<file path="src/rtl/control_sequencer_if.sv">
// Control interface between the hardwired Mini SRC sequencer and the
// single-bus datapath: instruction/flag inputs plus every strobe it drives.
interface control_sequencer_if;
    logic [31:0] IR;
    logic        ConFF_Out;
    logic        Stop;
    logic        Run;
    logic [4:0]  CONTROL;
    logic        PC_Out, MDR_Out, ZHI_Out, ZLO_Out, HI_Out, LO_Out, C_Out, InPort_Out;
    logic        PC_In, MDR_In, MAR_In, IR_In, Y_In, ZHI_In, ZLO_In, HI_In, LO_In;
    logic        OutPort_In, ConFF_In;
    logic        IncPC, Read, Write;
    logic        G_RA, G_RB, G_RC, R_In, R_Out, BA_Out;

    // Sequencer side: reads IR and the branch flag, drives all control lines.
    modport master (
        input  IR, ConFF_Out, Stop,
        output Run, CONTROL,
        output PC_Out, MDR_Out, ZHI_Out, ZLO_Out, HI_Out, LO_Out, C_Out, InPort_Out,
        output PC_In, MDR_In, MAR_In, IR_In, Y_In, ZHI_In, ZLO_In, HI_In, LO_In,
        output OutPort_In, ConFF_In, IncPC, Read, Write,
        output G_RA, G_RB, G_RC, R_In, R_Out, BA_Out
    );

    // Datapath side: supplies IR and the branch flag, consumes the strobes.
    modport slave (
        output IR, ConFF_Out, Stop,
        input  Run, CONTROL,
        input  PC_Out, MDR_Out, ZHI_Out, ZLO_Out, HI_Out, LO_Out, C_Out, InPort_Out,
        input  PC_In, MDR_In, MAR_In, IR_In, Y_In, ZHI_In, ZLO_In, HI_In, LO_In,
        input  OutPort_In, ConFF_In, IncPC, Read, Write,
        input  G_RA, G_RB, G_RC, R_In, R_Out, BA_Out
    );
endinterface

</file>
<file path="src/rtl/control_sequencer.sv">
// Hardwired Mini SRC control unit: four fetch T-steps followed by up to six
// opcode-dependent execute T-steps, outputs decoded from state and opcode.
module control_sequencer #(
    parameter logic [4:0] ADD_CODE = 5'b00011,
    parameter logic [4:0] AND_CODE = 5'b00101,
    parameter logic [4:0] OR_CODE  = 5'b00110
) (
    input  logic Clock,
    input  logic Clear,
    control_sequencer_if.master bus
);
    typedef enum logic [3:0] {
        S_F0, S_F1, S_F2, S_F3, S_E3, S_E4, S_E5, S_E6, S_E7, S_E8, S_HALT
    } state_t;

    localparam logic [4:0] OP_LD   = 5'b00000, OP_LDI  = 5'b00001, OP_ST   = 5'b00010;
    localparam logic [4:0] OP_ADD  = 5'b00011, OP_ROL  = 5'b01011;
    localparam logic [4:0] OP_ADDI = 5'b01100, OP_ANDI = 5'b01101, OP_ORI  = 5'b01110;
    localparam logic [4:0] OP_MUL  = 5'b01111, OP_DIV  = 5'b10000;
    localparam logic [4:0] OP_NEG  = 5'b10001, OP_NOT  = 5'b10010, OP_BR   = 5'b10011;
    localparam logic [4:0] OP_JR   = 5'b10100, OP_JAL  = 5'b10101;
    localparam logic [4:0] OP_IN   = 5'b10110, OP_OUT  = 5'b10111;
    localparam logic [4:0] OP_MFHI = 5'b11000, OP_MFLO = 5'b11001, OP_HALT = 5'b11011;

    state_t     state, next_state;
    logic [4:0] op;
    logic [2:0] n_exec;
    logic [3:0] e_num;
    logic       unused_ir;

    // Number of execute T-steps (E3 onward) for each opcode; 0 returns to F0 after F3.
    function automatic logic [2:0] exec_steps(input logic [4:0] o);
        case (o) inside
            OP_LD:                  return 3'd6;
            OP_ST:                  return 3'd5;
            OP_LDI:                 return 3'd3;
            [OP_ADD:OP_ORI]:        return 3'd3;
            OP_MUL, OP_DIV, OP_BR:  return 3'd4;
            OP_NEG, OP_NOT, OP_JAL: return 3'd2;
            [OP_JR:OP_MFLO]:        return 3'd1;
            default:                return 3'd0;
        endcase
    endfunction

    assign op        = bus.IR[31:27];
    assign n_exec    = exec_steps(op);
    assign e_num     = 4'(state) - 4'd3;   // E3 -> 1, E4 -> 2, ...
    // Register fields below the opcode are decoded by the datapath's select logic.
    assign unused_ir = ^bus.IR[26:0];

    // State register; Clear forces F0 so the first edge after release sees F0.
    always_ff @(posedge Clock) begin
        if (Clear) state <= S_F0;
        else       state <= next_state;
    end

    // Next-state: fetch chain, opcode-length execute chain, sticky HALT.
    always_comb begin
        next_state = state;
        case (state)
            S_F0:    next_state = bus.Stop ? S_HALT : S_F1;
            S_F1:    next_state = S_F2;
            S_F2:    next_state = S_F3;
            S_F3: begin
                if (op == OP_HALT)      next_state = S_HALT;
                else if (n_exec == 3'd0) next_state = S_F0;
                else                     next_state = S_E3;
            end
            S_HALT:  next_state = S_HALT;
            default: next_state = ({1'b0, n_exec} <= e_num) ? S_F0 : state_t'(4'(state) + 4'd1);
        endcase
    end

    // Output decode: every line defaults low and is forced low while Clear is high.
    always_comb begin
        bus.Run = 1'b0;      bus.CONTROL = 5'b00000;
        bus.PC_Out = 1'b0;   bus.MDR_Out = 1'b0;  bus.ZHI_Out = 1'b0;    bus.ZLO_Out = 1'b0;
        bus.HI_Out = 1'b0;   bus.LO_Out = 1'b0;   bus.C_Out = 1'b0;      bus.InPort_Out = 1'b0;
        bus.PC_In = 1'b0;    bus.MDR_In = 1'b0;   bus.MAR_In = 1'b0;     bus.IR_In = 1'b0;
        bus.Y_In = 1'b0;     bus.ZHI_In = 1'b0;   bus.ZLO_In = 1'b0;     bus.HI_In = 1'b0;
        bus.LO_In = 1'b0;    bus.OutPort_In = 1'b0; bus.ConFF_In = 1'b0;
        bus.IncPC = 1'b0;    bus.Read = 1'b0;     bus.Write = 1'b0;
        bus.G_RA = 1'b0;     bus.G_RB = 1'b0;     bus.G_RC = 1'b0;
        bus.R_In = 1'b0;     bus.R_Out = 1'b0;    bus.BA_Out = 1'b0;
        if (!Clear) begin
            bus.Run = (state != S_HALT);
            case (state)
                S_F0: if (!bus.Stop) begin bus.PC_Out = 1'b1; bus.MAR_In = 1'b1; bus.IncPC = 1'b1; end
                S_F1: bus.Read = 1'b1;
                S_F2: begin bus.Read = 1'b1; bus.MDR_In = 1'b1; end
                S_F3: begin bus.MDR_Out = 1'b1; bus.IR_In = 1'b1; end
                S_HALT: ;
                default: begin
                    case (op) inside
                        [OP_ADD:OP_ORI]: case (state)
                            S_E3: begin bus.G_RB = 1'b1; bus.R_Out = 1'b1; bus.Y_In = 1'b1; end
                            S_E4: begin
                                bus.ZLO_In = 1'b1;
                                if (op <= OP_ROL) begin
                                    bus.G_RC = 1'b1; bus.R_Out = 1'b1; bus.CONTROL = op;
                                end else begin
                                    bus.C_Out = 1'b1;
                                    bus.CONTROL = (op == OP_ADDI) ? ADD_CODE :
                                                  (op == OP_ANDI) ? AND_CODE : OR_CODE;
                                end
                            end
                            S_E5: begin bus.ZLO_Out = 1'b1; bus.G_RA = 1'b1; bus.R_In = 1'b1; end
                            default: ;
                        endcase
                        OP_MUL, OP_DIV: case (state)
                            S_E3: begin bus.G_RA = 1'b1; bus.R_Out = 1'b1; bus.Y_In = 1'b1; end
                            S_E4: begin
                                bus.G_RB = 1'b1; bus.R_Out = 1'b1;
                                bus.ZHI_In = 1'b1; bus.ZLO_In = 1'b1; bus.CONTROL = op;
                            end
                            S_E5: begin bus.ZLO_Out = 1'b1; bus.LO_In = 1'b1; end
                            S_E6: begin bus.ZHI_Out = 1'b1; bus.HI_In = 1'b1; end
                            default: ;
                        endcase
                        OP_NEG, OP_NOT: case (state)
                            S_E3: begin bus.G_RB = 1'b1; bus.R_Out = 1'b1; bus.ZLO_In = 1'b1; bus.CONTROL = op; end
                            S_E4: begin bus.ZLO_Out = 1'b1; bus.G_RA = 1'b1; bus.R_In = 1'b1; end
                            default: ;
                        endcase
                        OP_LD, OP_LDI, OP_ST: case (state)
                            S_E3: begin bus.G_RB = 1'b1; bus.R_Out = 1'b1; bus.BA_Out = 1'b1; bus.Y_In = 1'b1; end
                            S_E4: begin bus.C_Out = 1'b1; bus.ZLO_In = 1'b1; bus.CONTROL = ADD_CODE; end
                            S_E5: begin
                                bus.ZLO_Out = 1'b1;
                                if (op == OP_LDI) begin bus.G_RA = 1'b1; bus.R_In = 1'b1; end
                                else              bus.MAR_In = 1'b1;
                            end
                            S_E6: begin
                                if (op == OP_LD) bus.Read = 1'b1;
                                else begin bus.G_RA = 1'b1; bus.R_Out = 1'b1; bus.MDR_In = 1'b1; end
                            end
                            S_E7: begin
                                if (op == OP_LD) begin bus.Read = 1'b1; bus.MDR_In = 1'b1; end
                                else             bus.Write = 1'b1;
                            end
                            S_E8: begin bus.MDR_Out = 1'b1; bus.G_RA = 1'b1; bus.R_In = 1'b1; end
                            default: ;
                        endcase
                        OP_BR: case (state)
                            S_E3: begin bus.G_RA = 1'b1; bus.R_Out = 1'b1; bus.ConFF_In = 1'b1; end
                            S_E4: begin bus.PC_Out = 1'b1; bus.Y_In = 1'b1; end
                            S_E5: begin bus.C_Out = 1'b1; bus.ZLO_In = 1'b1; bus.CONTROL = ADD_CODE; end
                            S_E6: begin bus.ZLO_Out = 1'b1; bus.PC_In = bus.ConFF_Out; end
                            default: ;
                        endcase
                        OP_JR: begin bus.G_RA = 1'b1; bus.R_Out = 1'b1; bus.PC_In = 1'b1; end
                        OP_JAL: case (state)
                            S_E3: begin bus.PC_Out = 1'b1; bus.G_RB = 1'b1; bus.R_In = 1'b1; end
                            S_E4: begin bus.G_RA = 1'b1; bus.R_Out = 1'b1; bus.PC_In = 1'b1; end
                            default: ;
                        endcase
                        OP_IN:   begin bus.InPort_Out = 1'b1; bus.G_RA = 1'b1; bus.R_In = 1'b1; end
                        OP_OUT:  begin bus.G_RA = 1'b1; bus.R_Out = 1'b1; bus.OutPort_In = 1'b1; end
                        OP_MFHI: begin bus.HI_Out = 1'b1; bus.G_RA = 1'b1; bus.R_In = 1'b1; end
                        OP_MFLO: begin bus.LO_Out = 1'b1; bus.G_RA = 1'b1; bus.R_In = 1'b1; end
                        default: ;
                    endcase
                end
            endcase
        end
    end
endmodule

</file>
<file path="src/flat_wrapper.sv">
// flat-port wrapper written by rule: the top's interface ports become plain ports
module control_sequencer_flat 
#(
    parameter logic [4:0] ADD_CODE = 5'b00011,
    parameter logic [4:0] AND_CODE = 5'b00101,
    parameter logic [4:0] OR_CODE  = 5'b00110
)
  (Clock, Clear, bus_IR, bus_ConFF_Out, bus_Stop, bus_Run, bus_CONTROL, bus_PC_Out, bus_MDR_Out, bus_ZHI_Out, bus_ZLO_Out, bus_HI_Out, bus_LO_Out, bus_C_Out, bus_InPort_Out, bus_PC_In, bus_MDR_In, bus_MAR_In, bus_IR_In, bus_Y_In, bus_ZHI_In, bus_ZLO_In, bus_HI_In, bus_LO_In, bus_OutPort_In, bus_ConFF_In, bus_IncPC, bus_Read, bus_Write, bus_G_RA, bus_G_RB, bus_G_RC, bus_R_In, bus_R_Out, bus_BA_Out);
  control_sequencer_if bus_i ();
  input  logic Clock;
  input  logic Clear;
  input wire logic [$bits(bus_i.IR)-1:0] bus_IR;
  input wire logic [$bits(bus_i.ConFF_Out)-1:0] bus_ConFF_Out;
  input wire logic [$bits(bus_i.Stop)-1:0] bus_Stop;
  output wire logic [$bits(bus_i.Run)-1:0] bus_Run;
  output wire logic [$bits(bus_i.CONTROL)-1:0] bus_CONTROL;
  output wire logic [$bits(bus_i.PC_Out)-1:0] bus_PC_Out;
  output wire logic [$bits(bus_i.MDR_Out)-1:0] bus_MDR_Out;
  output wire logic [$bits(bus_i.ZHI_Out)-1:0] bus_ZHI_Out;
  output wire logic [$bits(bus_i.ZLO_Out)-1:0] bus_ZLO_Out;
  output wire logic [$bits(bus_i.HI_Out)-1:0] bus_HI_Out;
  output wire logic [$bits(bus_i.LO_Out)-1:0] bus_LO_Out;
  output wire logic [$bits(bus_i.C_Out)-1:0] bus_C_Out;
  output wire logic [$bits(bus_i.InPort_Out)-1:0] bus_InPort_Out;
  output wire logic [$bits(bus_i.PC_In)-1:0] bus_PC_In;
  output wire logic [$bits(bus_i.MDR_In)-1:0] bus_MDR_In;
  output wire logic [$bits(bus_i.MAR_In)-1:0] bus_MAR_In;
  output wire logic [$bits(bus_i.IR_In)-1:0] bus_IR_In;
  output wire logic [$bits(bus_i.Y_In)-1:0] bus_Y_In;
  output wire logic [$bits(bus_i.ZHI_In)-1:0] bus_ZHI_In;
  output wire logic [$bits(bus_i.ZLO_In)-1:0] bus_ZLO_In;
  output wire logic [$bits(bus_i.HI_In)-1:0] bus_HI_In;
  output wire logic [$bits(bus_i.LO_In)-1:0] bus_LO_In;
  output wire logic [$bits(bus_i.OutPort_In)-1:0] bus_OutPort_In;
  output wire logic [$bits(bus_i.ConFF_In)-1:0] bus_ConFF_In;
  output wire logic [$bits(bus_i.IncPC)-1:0] bus_IncPC;
  output wire logic [$bits(bus_i.Read)-1:0] bus_Read;
  output wire logic [$bits(bus_i.Write)-1:0] bus_Write;
  output wire logic [$bits(bus_i.G_RA)-1:0] bus_G_RA;
  output wire logic [$bits(bus_i.G_RB)-1:0] bus_G_RB;
  output wire logic [$bits(bus_i.G_RC)-1:0] bus_G_RC;
  output wire logic [$bits(bus_i.R_In)-1:0] bus_R_In;
  output wire logic [$bits(bus_i.R_Out)-1:0] bus_R_Out;
  output wire logic [$bits(bus_i.BA_Out)-1:0] bus_BA_Out;
  assign bus_i.IR = bus_IR;
  assign bus_i.ConFF_Out = bus_ConFF_Out;
  assign bus_i.Stop = bus_Stop;
  assign bus_Run = bus_i.Run;
  assign bus_CONTROL = bus_i.CONTROL;
  assign bus_PC_Out = bus_i.PC_Out;
  assign bus_MDR_Out = bus_i.MDR_Out;
  assign bus_ZHI_Out = bus_i.ZHI_Out;
  assign bus_ZLO_Out = bus_i.ZLO_Out;
  assign bus_HI_Out = bus_i.HI_Out;
  assign bus_LO_Out = bus_i.LO_Out;
  assign bus_C_Out = bus_i.C_Out;
  assign bus_InPort_Out = bus_i.InPort_Out;
  assign bus_PC_In = bus_i.PC_In;
  assign bus_MDR_In = bus_i.MDR_In;
  assign bus_MAR_In = bus_i.MAR_In;
  assign bus_IR_In = bus_i.IR_In;
  assign bus_Y_In = bus_i.Y_In;
  assign bus_ZHI_In = bus_i.ZHI_In;
  assign bus_ZLO_In = bus_i.ZLO_In;
  assign bus_HI_In = bus_i.HI_In;
  assign bus_LO_In = bus_i.LO_In;
  assign bus_OutPort_In = bus_i.OutPort_In;
  assign bus_ConFF_In = bus_i.ConFF_In;
  assign bus_IncPC = bus_i.IncPC;
  assign bus_Read = bus_i.Read;
  assign bus_Write = bus_i.Write;
  assign bus_G_RA = bus_i.G_RA;
  assign bus_G_RB = bus_i.G_RB;
  assign bus_G_RC = bus_i.G_RC;
  assign bus_R_In = bus_i.R_In;
  assign bus_R_Out = bus_i.R_Out;
  assign bus_BA_Out = bus_i.BA_Out;
  control_sequencer #(.ADD_CODE(ADD_CODE), .AND_CODE(AND_CODE), .OR_CODE(OR_CODE)) u_core (.Clock(Clock), .Clear(Clear), .bus(bus_i));
endmodule
</file>
<file path="config.mk">
export PLATFORM = sky130hd
export DESIGN_NAME = control_sequencer_flat
export DESIGN_NICKNAME = d
export VERILOG_FILES = /design/src/rtl/control_sequencer_if.sv /design/src/rtl/control_sequencer.sv /design/src/flat_wrapper.sv
export SDC_FILE = /design/constraint.sdc
export NUM_CORES = 1
export LEC_CHECK = 0
export CAP_MARGIN = 5
export CORE_UTILIZATION = 45
export DETAILED_ROUTE_END_ITERATION = 8
export GPL_ROUTABILITY_DRIVEN = 0
export PLACE_DENSITY = 0.87
export SKIP_LAST_GASP = 1
export SYNTH_ARGS = -nofsm -noshare
export SYNTH_HDL_FRONTEND = slang
export SYNTH_SLANG_ARGS = --single-unit
</file>
<file path="constraint.sdc">
create_clock -name Clock -period 5.05 [get_ports Clock]
set_input_delay 0.7575 -clock Clock [delete_from_list [all_inputs] [get_ports Clock]]
set_output_delay 0.7575 -clock Clock [all_outputs]
set_load 0.005 [all_outputs]
</file>
Word level (Yosys, flattened, before mapping) --
Cells that the tools add are included.
Storage, ports and cells: RAM bits 0, output and inout port bits 34, bits in read-only memories 0, input port bits 36, memories 0, logic and storage cells 297, latch bits 0, register bits 4
Cells by class: add/subtract/negate cells 2, bitwise operators 0, $lt $le $gt $ge 6, divide/modulo/power cells 0, shifts and indexed selects 0, multipliers 0, eq/ne operators 27, reduce and logical (&&, ||, !) cells 18, muxes and demuxes 243
Operator list (count):
- 2-to-1 mux 1 bit | 207
- 2-to-1 mux 5 bit | 12
- equality test 5 bit (second input constant) | 11
- one-hot mux 4 bit (5 select lines) | 1
- 2-to-1 mux 3 bit | 6
- one-hot mux 1 bit (2 select lines) | 9
- equality test 4 x 3 -> 1 bit (second input constant) | 4
- equality test 5 x 4 -> 1 bit (second input constant) | 3
- equality test 4 bit (second input constant) | 3
- 2-to-1 mux 4 bit | 3
- OR reduction 3 bit | 4
- OR reduction 4 bit | 3
- <= comparator 5 x 4 -> 1 bit (second input constant) | 2
- OR reduction 2 bit | 5
- equality test 4 x 2 -> 1 bit (second input constant) | 2
- 2-to-1 mux 2 bit | 4
- equality test 5 x 1 -> 1 bit (second input constant) | 1
- equality test 5 x 2 -> 1 bit (second input constant) | 1
- greater-or-equal comparator 5 x 2 -> 1 bit (second input constant) | 1
- greater-or-equal comparator 5 bit (second input constant) | 1
- <= comparator 5 bit (second input constant) | 1
- logical NOT 5 bit | 1
- OR reduction 5 bit | 1
- adder 4 x 1 -> 4 bit (second input constant) | 1
- other kinds (8) | 9

Logic depth before layout (Yosys ltp) --
Gate-level depths: netlist of the first run.
depth after elaboration 14, gate-level depth with buffers 12, depth with buffers taken out 10

Least setup slack after synthesis of the first run --
Ideal clock, no wire load.
path kind input-to-output, from input port bus_IR[28], to output port bus_G_RA, buffers on the path 1, stages on the path 6, data required time 4293 ps, setup slack 2130 ps, arrival time 2162 ps, cells stage by stage buf_2 > or4b_4 > or3_1 > a21oi_2 > nor2_1 > a211oi_1
On the way: word-level cells in the longest chain between the ends 14, elaborated cells on any way between the ends 36, those cells by class order compare (2); eq/ne (13); mux (16); reduce/logical (5)
RTL lines:
- start: declaration | RTL line flat_wrapper.sv:12 | input wire logic [$bits(bus_i.IR)-1:0] bus_IR;
- equality test 5 bit (no line)
- 2-to-1 mux 1 bit (10 in a row) | RTL line control_sequencer.sv:94 | case (op) inside
- 2-to-1 mux 1 bit (*) | RTL line control_sequencer.sv:94
- 2-to-1 mux 1 bit (*) | RTL line control_sequencer.sv:87 | case (state)
- 2-to-1 mux 1 bit (*) | RTL line control_sequencer.sv:85 | if (!Clear) begin
- end: declaration | RTL line flat_wrapper.sv:39 | output wire logic [$bits(bus_i.G_RA)-1:0] bus_G_RA;
Every way passes the cells marked *; elsewhere a longest branch is shown, timed or not.

Worst setup path after layout of the first run --
Same ends and word-level chain as after synthesis.

==> flow_results.xml, run 1 <==
<?xml version="1.0" encoding="UTF-8"?>
<metrics>
  <group name="layout">
    <metric name="largest_register_ff_count" unit="">4</metric>
    <metric name="regs_by_ff_count" unit="">u_core.state: 4 flops</metric>
    <metric name="n_antenna_cell" unit="">0</metric>
    <metric name="fin_nets" unit="">310</metric>
    <metric name="final_cell_mix" unit="">42 x clkdlybuf4s50_1, 26 x nor2_1, 23 x a21oi_1</metric>
    <metric name="nFillCells" unit="">299</metric>
    <metric name="registers.top_by_ff_count" unit="">u_core.state</metric>
    <metric name="drive_gt1_share" unit="%">5.28</metric>
    <metric name="synthToLayoutAreaGrowth" unit="%">29.3</metric>
    <metric name="layout.cells.most_common" unit="">clkdlybuf4s50_1</metric>
  </group>
  <group name="grt">
    <metric name="grt_max_degree" unit="">21</metric>
    <metric name="grt.total_usage" unit="%">28.3</metric>
    <metric name="globalRouteOverflowTotal" unit="">0</metric>
    <metric name="grt_pass1_wl" unit="um">7750</metric>
    <metric name="initial_antenna_violation_count" unit="">0</metric>
    <metric name="grt_pass1_vias" unit="">1764</metric>
  </group>
  <group name="yosys">
    <metric name="post_synthesis_register_bit_count" unit="">4</metric>
    <metric name="synth_nets" unit="">282</metric>
    <metric name="share_of_synthesized_area_occupied_by_flip_flops_and_latches" unit="%">5.48</metric>
    <metric name="ys_types" unit="">55</metric>
    <metric name="synth_ff_type" unit="">dfxtp_1</metric>
    <metric name="synthCells" unit="">239</metric>
    <metric name="postSynthAreaPerCell" unit="sq um">6.11</metric>
    <metric name="count_of_flip_flops_with_a_built_in_enable_after_synthesis" unit="">0</metric>
    <metric name="combined_area_of_all_synthesized_cells" unit="sq um">1460</metric>
    <metric name="synth-async-reset-ratio" unit="%">0</metric>
    <metric name="ys.warnings.count" unit="">0</metric>
  </group>
  <group name="worst_hold_path">
    <metric name="timing.hold.worst_path_depth" unit="">3</metric>
    <metric name="hold_class" unit="">flop to flop</metric>
    <metric name="hold_path_startpoint" unit="">u_core.state[0]</metric>
    <metric name="min_delay_worst_endpoint" unit="">u_core.state[0]</metric>
  </group>
  <group name="floorplan">
    <metric name="pin_count" unit="">70</metric>
    <metric name="die-area" unit="sq um">3480</metric>
    <metric name="chip_height" unit="um">59.0</metric>
    <metric name="chipWidth" unit="um">59.0</metric>
    <metric name="initial_utilization" unit="%">47.5</metric>
    <metric name="core_area" unit="sq um">3080</metric>
    <metric name="std_cell_rows" unit="">20</metric>
  </group>
  <group name="sta">
    <metric name="finalWorstPathRequiredPeriod" unit="ns">4.37</metric>
    <metric name="timing_worst_slew_pin_value" unit="ns">0.860</metric>
    <metric name="setup_viol" unit="">0</metric>
    <metric name="final_hold_viol_count" unit="">0</metric>
    <metric name="timing.setup.tns" unit="ns">0</metric>
    <metric name="setup_repair_after_global_routing_missed_its_margin" unit="">false</metric>
    <metric name="maximum_clock_frequency" unit="GHz">0.229</metric>
    <metric name="fin_skew" unit="ns">0.000501</metric>
    <metric name="timing.slew.headroom" unit="%">41.9</metric>
    <metric name="postLayoutSetupSlackWorst" unit="ns">0.682</metric>
    <metric name="maxSlewViolCount" unit="">0</metric>
    <metric name="layout_worst_path_cycle_share" unit="%">86.5</metric>
  </group>
  <group name="cts">
    <metric name="clockBufferDepth" unit="">2</metric>
    <metric name="cts.repair.resized" unit="">0</metric>
    <metric name="tritoncts_clock_tree" unit="">built</metric>
    <metric name="clk_pin_slew" unit="ns">0.03</metric>
    <metric name="clk_latency" unit="ns">0.23</metric>
    <metric name="holdBufCountCts" unit="">0</metric>
    <metric name="clock_buffers_created_by_tritoncts" unit="">3</metric>
    <metric name="post-cts-setup-buffer-count" unit="">0</metric>
    <metric name="ctsRootBufferMaster" unit="">clkbuf_4</metric>
    <metric name="cts-htree-levels" unit="">1</metric>
    <metric name="tritoncts_num_sinks" unit="">4</metric>
  </group>
  <group name="routing">
    <metric name="drt_wl_total" unit="um">4800</metric>
    <metric name="dr.pass1.iters" unit="">4</metric>
    <metric name="drtIter0Drc" unit="">144</metric>
    <metric name="drt_drc_violations_left" unit="">0</metric>
    <metric name="via_per_inst" unit="">6.37</metric>
    <metric name="detailroute.via_count" unit="">1968</metric>
    <metric name="routed_wire_length_per_instance" unit="um">15.5</metric>
    <metric name="drt.antenna.violating_nets" unit="">0</metric>
  </group>
  <group name="status">
    <metric name="status" unit="">complete, no violations</metric>
  </group>
  <group name="placement">
    <metric name="detailedPlace.worstSlack" unit="ns">0.750</metric>
    <metric name="total_of_buffers_placed_on_input_and_output_ports" unit="">42</metric>
    <metric name="dp_hpwl" unit="um">3550</metric>
  </group>
  <group name="worst_setup_path">
    <metric name="r2r.worst_path.cells" unit="">9</metric>
    <metric name="critical_path_cell_list" unit="">clkdlybuf4s50_1, inv_1, maj3_1, a221oi_1, a211oi_1, a211oi_1, clkdlybuf4s50_1</metric>
    <metric name="critical_path.startpoint" unit="">bus_IR[28]</metric>
    <metric name="critical_path_peak_fanout" unit="">19</metric>
    <metric name="critical_path_required" unit="ns">4.29</metric>
    <metric name="worst_r2r_endpoint" unit="">u_core.state[1]</metric>
    <metric name="critPathSlowestCell" unit="">clkdlybuf4s50_1</metric>
    <metric name="crit_arrival" unit="ns">3.61</metric>
    <metric name="cpPeakStageDelay" unit="ns">0.92</metric>
    <metric name="setup.worst_path.start_class" unit="">input pin</metric>
    <metric name="worstReg2RegStart" unit="">u_core.state[0]</metric>
    <metric name="rrSetupSlack" unit="ns">2.78</metric>
    <metric name="worst_setup_path_end_kind" unit="">output pin</metric>
    <metric name="criticalPathCategory" unit="">input pin to output pin</metric>
  </group>
  <group name="power_and_ir_drop">
    <metric name="p_leak" unit="nW">0.637</metric>
    <metric name="max-vdd-ir-drop" unit="mV">0.254</metric>
    <metric name="p_per_area" unit="nW/um^2">220</metric>
  </group>
  <group name="run">
    <metric name="cap_viol_max_count" unit="">0</metric>
  </group>
</metrics>
-- synthesized netlist by cell type (2+ instances only) --
master / instances / share of area, %
nand3b_1: 3 / 1.5
nor2b_1: 9 / 3.9
nor4_1: 2 / 0.86
and3_1: 2 / 0.86
a211oi_1: 11 / 5.7
o211ai_1: 2 / 1.0
o22ai_1: 4 / 1.7
xor2_1: 2 / 1.2
a21boi_0: 2 / 1.0
or3_1: 4 / 1.7
dfxtp_1: 4 / 5.5
ha_1: 7 / 6.0
nor4b_1: 2 / 1.2
nand3_1: 5 / 1.7
nand2_1: 19 / 4.9
and2_1: 2 / 0.86
o41ai_1: 2 / 1.2
a21oi_1: 23 / 7.9
nor2_1: 26 / 6.7
o21a_1: 2 / 1.0
o21ai_0: 17 / 5.8
buf_2: 5 / 1.7
a21o_1: 3 / 1.5
nand4_1: 2 / 0.86
inv_1: 9 / 2.3
buf_1: 2 / 0.51
a311oi_1: 2 / 1.2
nor3_1: 13 / 4.5
a31oi_1: 4 / 1.7
nand2b_1: 8 / 3.4
clkbuf_1: 15 / 3.9
and3b_1: 3 / 1.8
-- layer usage --
metal / track usage [%] / wire (um)
met1: 36.7 / 1890
met2: 46.9 / 2310
met3: 1.53 / 487
met4: 15.6 / 113
met5: 0 / 0
-- layout make-up --
| cell class | count | area (sq um) | share of cell area, % |
|---|---|---|---|
| clock buffer | 3 | 22.5 | 1.19 |
| inverter | 10 | 37.5 | 1.99 |
| multi-input combinational | 201 | 1240 | 65.4 |
| sequential | 4 | 80.1 | 4.24 |
| tap | 44 | 55.1 | 2.91 |
| timing repair buffer | 47 | 458 | 24.2 |
-- worst max path at each step --
stage | endpoint | slack, ns
after floorplan | bus_G_RA | 2.13
after global placement | bus_G_RA | 0.77
after detailed placement | bus_G_RA | 0.75
after CTS | bus_G_RA | 0.75
after global routing | bus_CONTROL[2] | 0.43
final | bus_G_RA | 0.68
-- critical path, delay by kind of cell --
kind,cells,cell delay (ns)
buffers and inverters,3,1.77
adder cells (fa/ha/maj),1,0.42
AO/OA/AOI/OAI,3,0.67
-- power breakdown --
group          switching [mW]  leakage [nW]  internal (mW)
clock                  0.0113        0.0138         0.0265
sequential             0.0204        0.0330         0.0415
combinational           0.181         0.590          0.136
total                   0.213         0.637          0.204
-- per-stage QoR --
step	hold WS, ns	utilization, %	cells	total power, mW	instance area [sq um]
final	0.757	61.4	309	0.416	1890
after global routing	0.802	61.4	309	0.455	1890
after CTS	0.762	61.4	309	0.414	1890
after detailed placement	0.755	60.7	306	0.373	1870
after global placement	0.690	60.7	306	0.360	1870
after floorplan	0.644	-	239	0.272	1460
-- cells by family after synthesis --
group	after synthesis	share of synthesized area [%]
fa+ha+maj	8	6.68
flops	4	5.48
mux	1	0.685
compound gates	86	38.5
simple gates	103	36.9
xor+xnor	3	1.80
buf+inv	34	9.93
(Power assumes the default switching activity.)
==> run 2: changes to the inputs <==
--- a/config.mk
+++ b/config.mk
@@ -10,6 +10,7 @@
 export DETAILED_ROUTE_END_ITERATION = 8
 export GPL_ROUTABILITY_DRIVEN = 0
 export PLACE_DENSITY = 0.87
+export SETUP_SLACK_MARGIN = 0.3
 export SKIP_LAST_GASP = 1
 export SYNTH_ARGS = -nofsm -noshare
 export SYNTH_HDL_FRONTEND = slang
==> results of run 2 <==
No change in the layout: final DEF, timing and power equal those of run 1.
==> run 3: changes to the inputs <==
--- a/config.mk
+++ b/config.mk
@@ -5,12 +5,14 @@
 export SDC_FILE = /design/constraint.sdc
 export NUM_CORES = 1
 export LEC_CHECK = 0
+export ABC_AREA = 1
 export CAP_MARGIN = 5
-export CORE_UTILIZATION = 45
+export CORE_UTILIZATION = 44
 export DETAILED_ROUTE_END_ITERATION = 8
 export GPL_ROUTABILITY_DRIVEN = 0
-export PLACE_DENSITY = 0.87
-export SETUP_SLACK_MARGIN = 0.3
+export GPL_TIMING_DRIVEN = 0
+export PLACE_DENSITY = 0.88
+export SETUP_SLACK_MARGIN = 0.2
 export SKIP_LAST_GASP = 1
 export SYNTH_ARGS = -nofsm -noshare
 export SYNTH_HDL_FRONTEND = slang
==> flow_results.xml, run 3 <==
<?xml version="1.0" encoding="UTF-8"?>
<metrics>
  <group name="power_and_ir_drop">
    <metric name="p_per_area" unit="nW/um^2">260</metric>
    <metric name="total_power" unit="mW">0.476</metric>
    <metric name="p_leak" unit="nW">0.851</metric>
    <metric name="max-vdd-ir-drop" unit="mV">0.199</metric>
  </group>
  <group name="sta">
    <metric name="timing_worst_slew_pin_value" unit="ns">0.554</metric>
    <metric name="maxSlewViolCount" unit="">0</metric>
    <metric name="layout_worst_path_cycle_share" unit="%">77.7</metric>
    <metric name="setup_viol" unit="">0</metric>
    <metric name="timing.setup.tns" unit="ns">0</metric>
    <metric name="finalWorstPathRequiredPeriod" unit="ns">3.92</metric>
    <metric name="timing.slew.headroom" unit="%">63.0</metric>
    <metric name="setup_repair_after_global_routing_missed_its_margin" unit="">false</metric>
    <metric name="maximum_clock_frequency" unit="GHz">0.255</metric>
    <metric name="fin_skew" unit="ns">0.00131</metric>
    <metric name="final_hold_viol_count" unit="">0</metric>
  </group>
  <group name="floorplan">
    <metric name="pin_count" unit="">70</metric>
    <metric name="chip_height" unit="um">57.3</metric>
    <metric name="std_cell_rows" unit="">19</metric>
    <metric name="chipWidth" unit="um">57.3</metric>
    <metric name="die-area" unit="sq um">3290</metric>
    <metric name="core_area" unit="sq um">2830</metric>
    <metric name="initial_utilization" unit="%">47.6</metric>
  </group>
  <group name="yosys">
    <metric name="yosys.area_share.simple" unit="%">51.0</metric>
    <metric name="synth-async-reset-ratio" unit="%">0</metric>
    <metric name="ys_types" unit="">36</metric>
    <metric name="synth_xor_area_share" unit="%">1.30</metric>
    <metric name="share_of_synthesized_area_occupied_by_flip_flops_and_latches" unit="%">5.95</metric>
    <metric name="synth_top_family_by_area" unit="">simple AND/OR/NAND/NOR gates</metric>
    <metric name="synth_ff_type" unit="">dfxtp_1</metric>
    <metric name="synth_nets" unit="">308</metric>
    <metric name="ys.warnings.count" unit="">0</metric>
    <metric name="post_synthesis_register_bit_count" unit="">4</metric>
    <metric name="yosys.area.top_type_share" unit="%">17.8</metric>
    <metric name="synthMuxAreaShare" unit="%">0</metric>
    <metric name="synth.largest_area_cell" unit="">nand2_1</metric>
    <metric name="synthTopCellsByCount" unit="">64 x nand2_1, 44 x inv_1, 41 x nor2_1, 26 x nand3_1, 17 x a21oi_1</metric>
    <metric name="netlist_top_cells_area" unit="">nand2_1 18%, inv_1 12%, nor2_1 11%</metric>
    <metric name="synthCells" unit="">265</metric>
    <metric name="post-synth-top-count-cell" unit="">nand2_1</metric>
    <metric name="postSynthAreaPerCell" unit="sq um">5.08</metric>
    <metric name="synth_fa_ha_area_share" unit="%">6.51</metric>
    <metric name="combined_area_of_all_synthesized_cells" unit="sq um">1350</metric>
    <metric name="count_of_flip_flops_with_a_built_in_enable_after_synthesis" unit="">0</metric>
    <metric name="synth_compound_gate_area_share" unit="%">20.3</metric>
  </group>
  <group name="routing">
    <metric name="drt_wl_total" unit="um">4530</metric>
    <metric name="via_per_inst" unit="">5.67</metric>
    <metric name="drt_drc_violations_left" unit="">2</metric>
    <metric name="drt.antenna.violating_nets" unit="">0</metric>
    <metric name="detailroute.via_count" unit="">1933</metric>
    <metric name="drtIter0Drc" unit="">182</metric>
    <metric name="routed_wire_length_per_instance" unit="um">13.3</metric>
    <metric name="dr.pass1.iters" unit="">7</metric>
  </group>
  <group name="worst_setup_path">
    <metric name="worstPathBufferInverterCount" unit="">5</metric>
    <metric name="cp_top_family" unit="">buffers and inverters</metric>
    <metric name="criticalPathCategory" unit="">input pin to output pin</metric>
    <metric name="critical_path_peak_fanout" unit="">10</metric>
    <metric name="r2r.worst_path.cells" unit="">12</metric>
    <metric name="critical_path_cell_list" unit="">clkdlybuf4s50_1, inv_1, buf_2, nand2_1, nand2_1, o21bai_1, nor4_1, buf_4, clkdlybuf4s50_1</metric>
    <metric name="rrSetupSlack" unit="ns">3.06</metric>
    <metric name="critPathSlowestCell" unit="">clkdlybuf4s50_1</metric>
    <metric name="worstReg2RegStart" unit="">u_core.state[0]</metric>
    <metric name="critical_path_required" unit="ns">4.29</metric>
    <metric name="worst_r2r_endpoint" unit="">u_core.state[1]</metric>
    <metric name="setup.worst_path.start_class" unit="">input pin</metric>
    <metric name="worst_setup_path_end_kind" unit="">output pin</metric>
    <metric name="crit_arrival" unit="ns">3.16</metric>
    <metric name="cpPeakStageDelay" unit="ns">0.62</metric>
  </group>
  <group name="grt">
    <metric name="globalRouteOverflowTotal" unit="">0</metric>
    <metric name="grt_pass1_vias" unit="">1683</metric>
    <metric name="initial_antenna_violation_count" unit="">0</metric>
    <metric name="grt_pass1_wl" unit="um">7330</metric>
    <metric name="grt_max_degree" unit="">11</metric>
    <metric name="grt.total_usage" unit="%">28.4</metric>
  </group>
  <group name="worst_hold_path">
    <metric name="hold_class" unit="">flop to flop</metric>
    <metric name="hold_path_startpoint" unit="">u_core.state[3]</metric>
    <metric name="timing.hold.worst_path_depth" unit="">3</metric>
    <metric name="min_delay_worst_endpoint" unit="">u_core.state[2]</metric>
  </group>
  <group name="layout">
    <metric name="final_cell_mix" unit="">64 x nand2_1, 44 x inv_1, 42 x clkdlybuf4s50_1</metric>
    <metric name="registers.top_by_ff_count" unit="">u_core.state</metric>
    <metric name="fin_nets" unit="">355</metric>
    <metric name="drive_gt1_share" unit="%">6.13</metric>
    <metric name="synthToLayoutAreaGrowth" unit="%">35.8</metric>
    <metric name="n_antenna_cell" unit="">0</metric>
    <metric name="regs_by_ff_count" unit="">u_core.state: 4 flops</metric>
    <metric name="largest_register_ff_count" unit="">4</metric>
    <metric name="layout.cells.most_common" unit="">nand2_1</metric>
  </group>
  <group name="cts">
    <metric name="clockBufferDepth" unit="">2</metric>
    <metric name="post-cts-setup-buffer-count" unit="">0</metric>
    <metric name="clk_pin_slew" unit="ns">0.04</metric>
    <metric name="clock_buffers_created_by_tritoncts" unit="">3</metric>
    <metric name="clk_latency" unit="ns">0.23</metric>
    <metric name="holdBufCountCts" unit="">0</metric>
    <metric name="cts-htree-levels" unit="">1</metric>
    <metric name="ctsRootBufferMaster" unit="">clkbuf_4</metric>
    <metric name="tritoncts_num_sinks" unit="">4</metric>
    <metric name="cts.repair.resized" unit="">0</metric>
    <metric name="tritoncts_clock_tree" unit="">built</metric>
  </group>
  <group name="status">
    <metric name="violations" unit="">DRC</metric>
    <metric name="status" unit="">complete, but fails checks</metric>
  </group>
  <group name="run">
    <metric name="cap_viol_max_count" unit="">0</metric>
  </group>
  <group name="placement">
    <metric name="total_of_buffers_placed_on_input_and_output_ports" unit="">42</metric>
    <metric name="dp_hpwl" unit="um">3600</metric>
  </group>
</metrics>
-- run 3: cell types whose count changed after synthesis, moves of 4 or more --
cell      delta
or3_1        -4
nor2_1      +15
nand2_1     +45
nor3_1       -6
a211oi_1    -10
a21oi_1      -6
nand2b_1     -8
clkbuf_1    -14
nor2b_1      -9
inv_1       +35
nand3_1     +21
-- run 3: how the worst max path moves through the flow --
| stage | start | depth (start not counted) | to | slack (ns) |
|---|---|---|---|---|
| floorplan | bus_IR[31] | 7 | bus_ZHI_Out | 2.52 |
| global placement | bus_IR[31] | 9 | bus_ZHI_Out | 1.18 |
| detailed placement | bus_IR[31] | 9 | bus_ZHI_Out | 1.17 |
| CTS | bus_IR[31] | 9 | bus_ZHI_Out | 1.16 |
| global route | bus_IR[29] | 11 | bus_G_RA | 0.95 |
| finish | bus_IR[31] | 9 | bus_ZHI_Out | 1.13 |
-- run 3: tightest hold or removal path, stage by stage, from the launching register on --
cell	delay [ns]
dfxtp_1	0.35
nor2_2	0.08
nand2_4	0.10
o31ai_1	0.07
-- run 3: kinds of logic after synthesis --
| group | after synthesis |
|---|---|
| adders and majority gates | 7 |
| and+or+nand+nor | 153 |
| buffers and inverters | 52 |
| xor gates and xnor gates | 2 |
| DFF | 4 |
| AOI/OAI and AO/OA | 47 |
-- run 3: layout make-up --
cell class	count	area (sq um)
well taps	31	38.8
repair buffers	42	420
multi-input cells	209	1060
fillers	285	1000
clock buffers	3	22.5
plain buffers	5	25.0
flip-flops and latches	4	80.1
inverters	47	176
-- run 3: where the power goes --
group          leakage (nW)  switching (mW)  internal, mW
clock                0.0138          0.0127        0.0266
combinational         0.804           0.238         0.147
sequential           0.0329          0.0103        0.0417
total                 0.851           0.261         0.215
-- run 3: per-stage QoR --
stage / hold WS (ns) / utilization [%] / area [sq um] / std cells / worst slack [ns]
finish: 0.649 / 64.6 / 1830 / 341 / 1.13
detailed placement: 0.631 / 63.8 / 1810 / 338 / 1.17
global placement: 0.626 / 63.8 / 1810 / 338 / 1.18
CTS: 0.635 / 64.6 / 1830 / 341 / 1.16
floorplan: 0.571 / - / 1350 / 265 / 2.52
global route: 0.679 / 64.6 / 1830 / 341 / 0.947
-- run 3: per-layer routing --
layer | up-vias | global-route usage [%] | routed length, um
li1 | 952 | - | -
met5 | - | 0 | 0
met2 | 124 | 42.0 | 1990
met1 | 847 | 42.0 | 1910
met3 | 10 | 3.17 | 574
met4 | 0 | 10.8 | 63
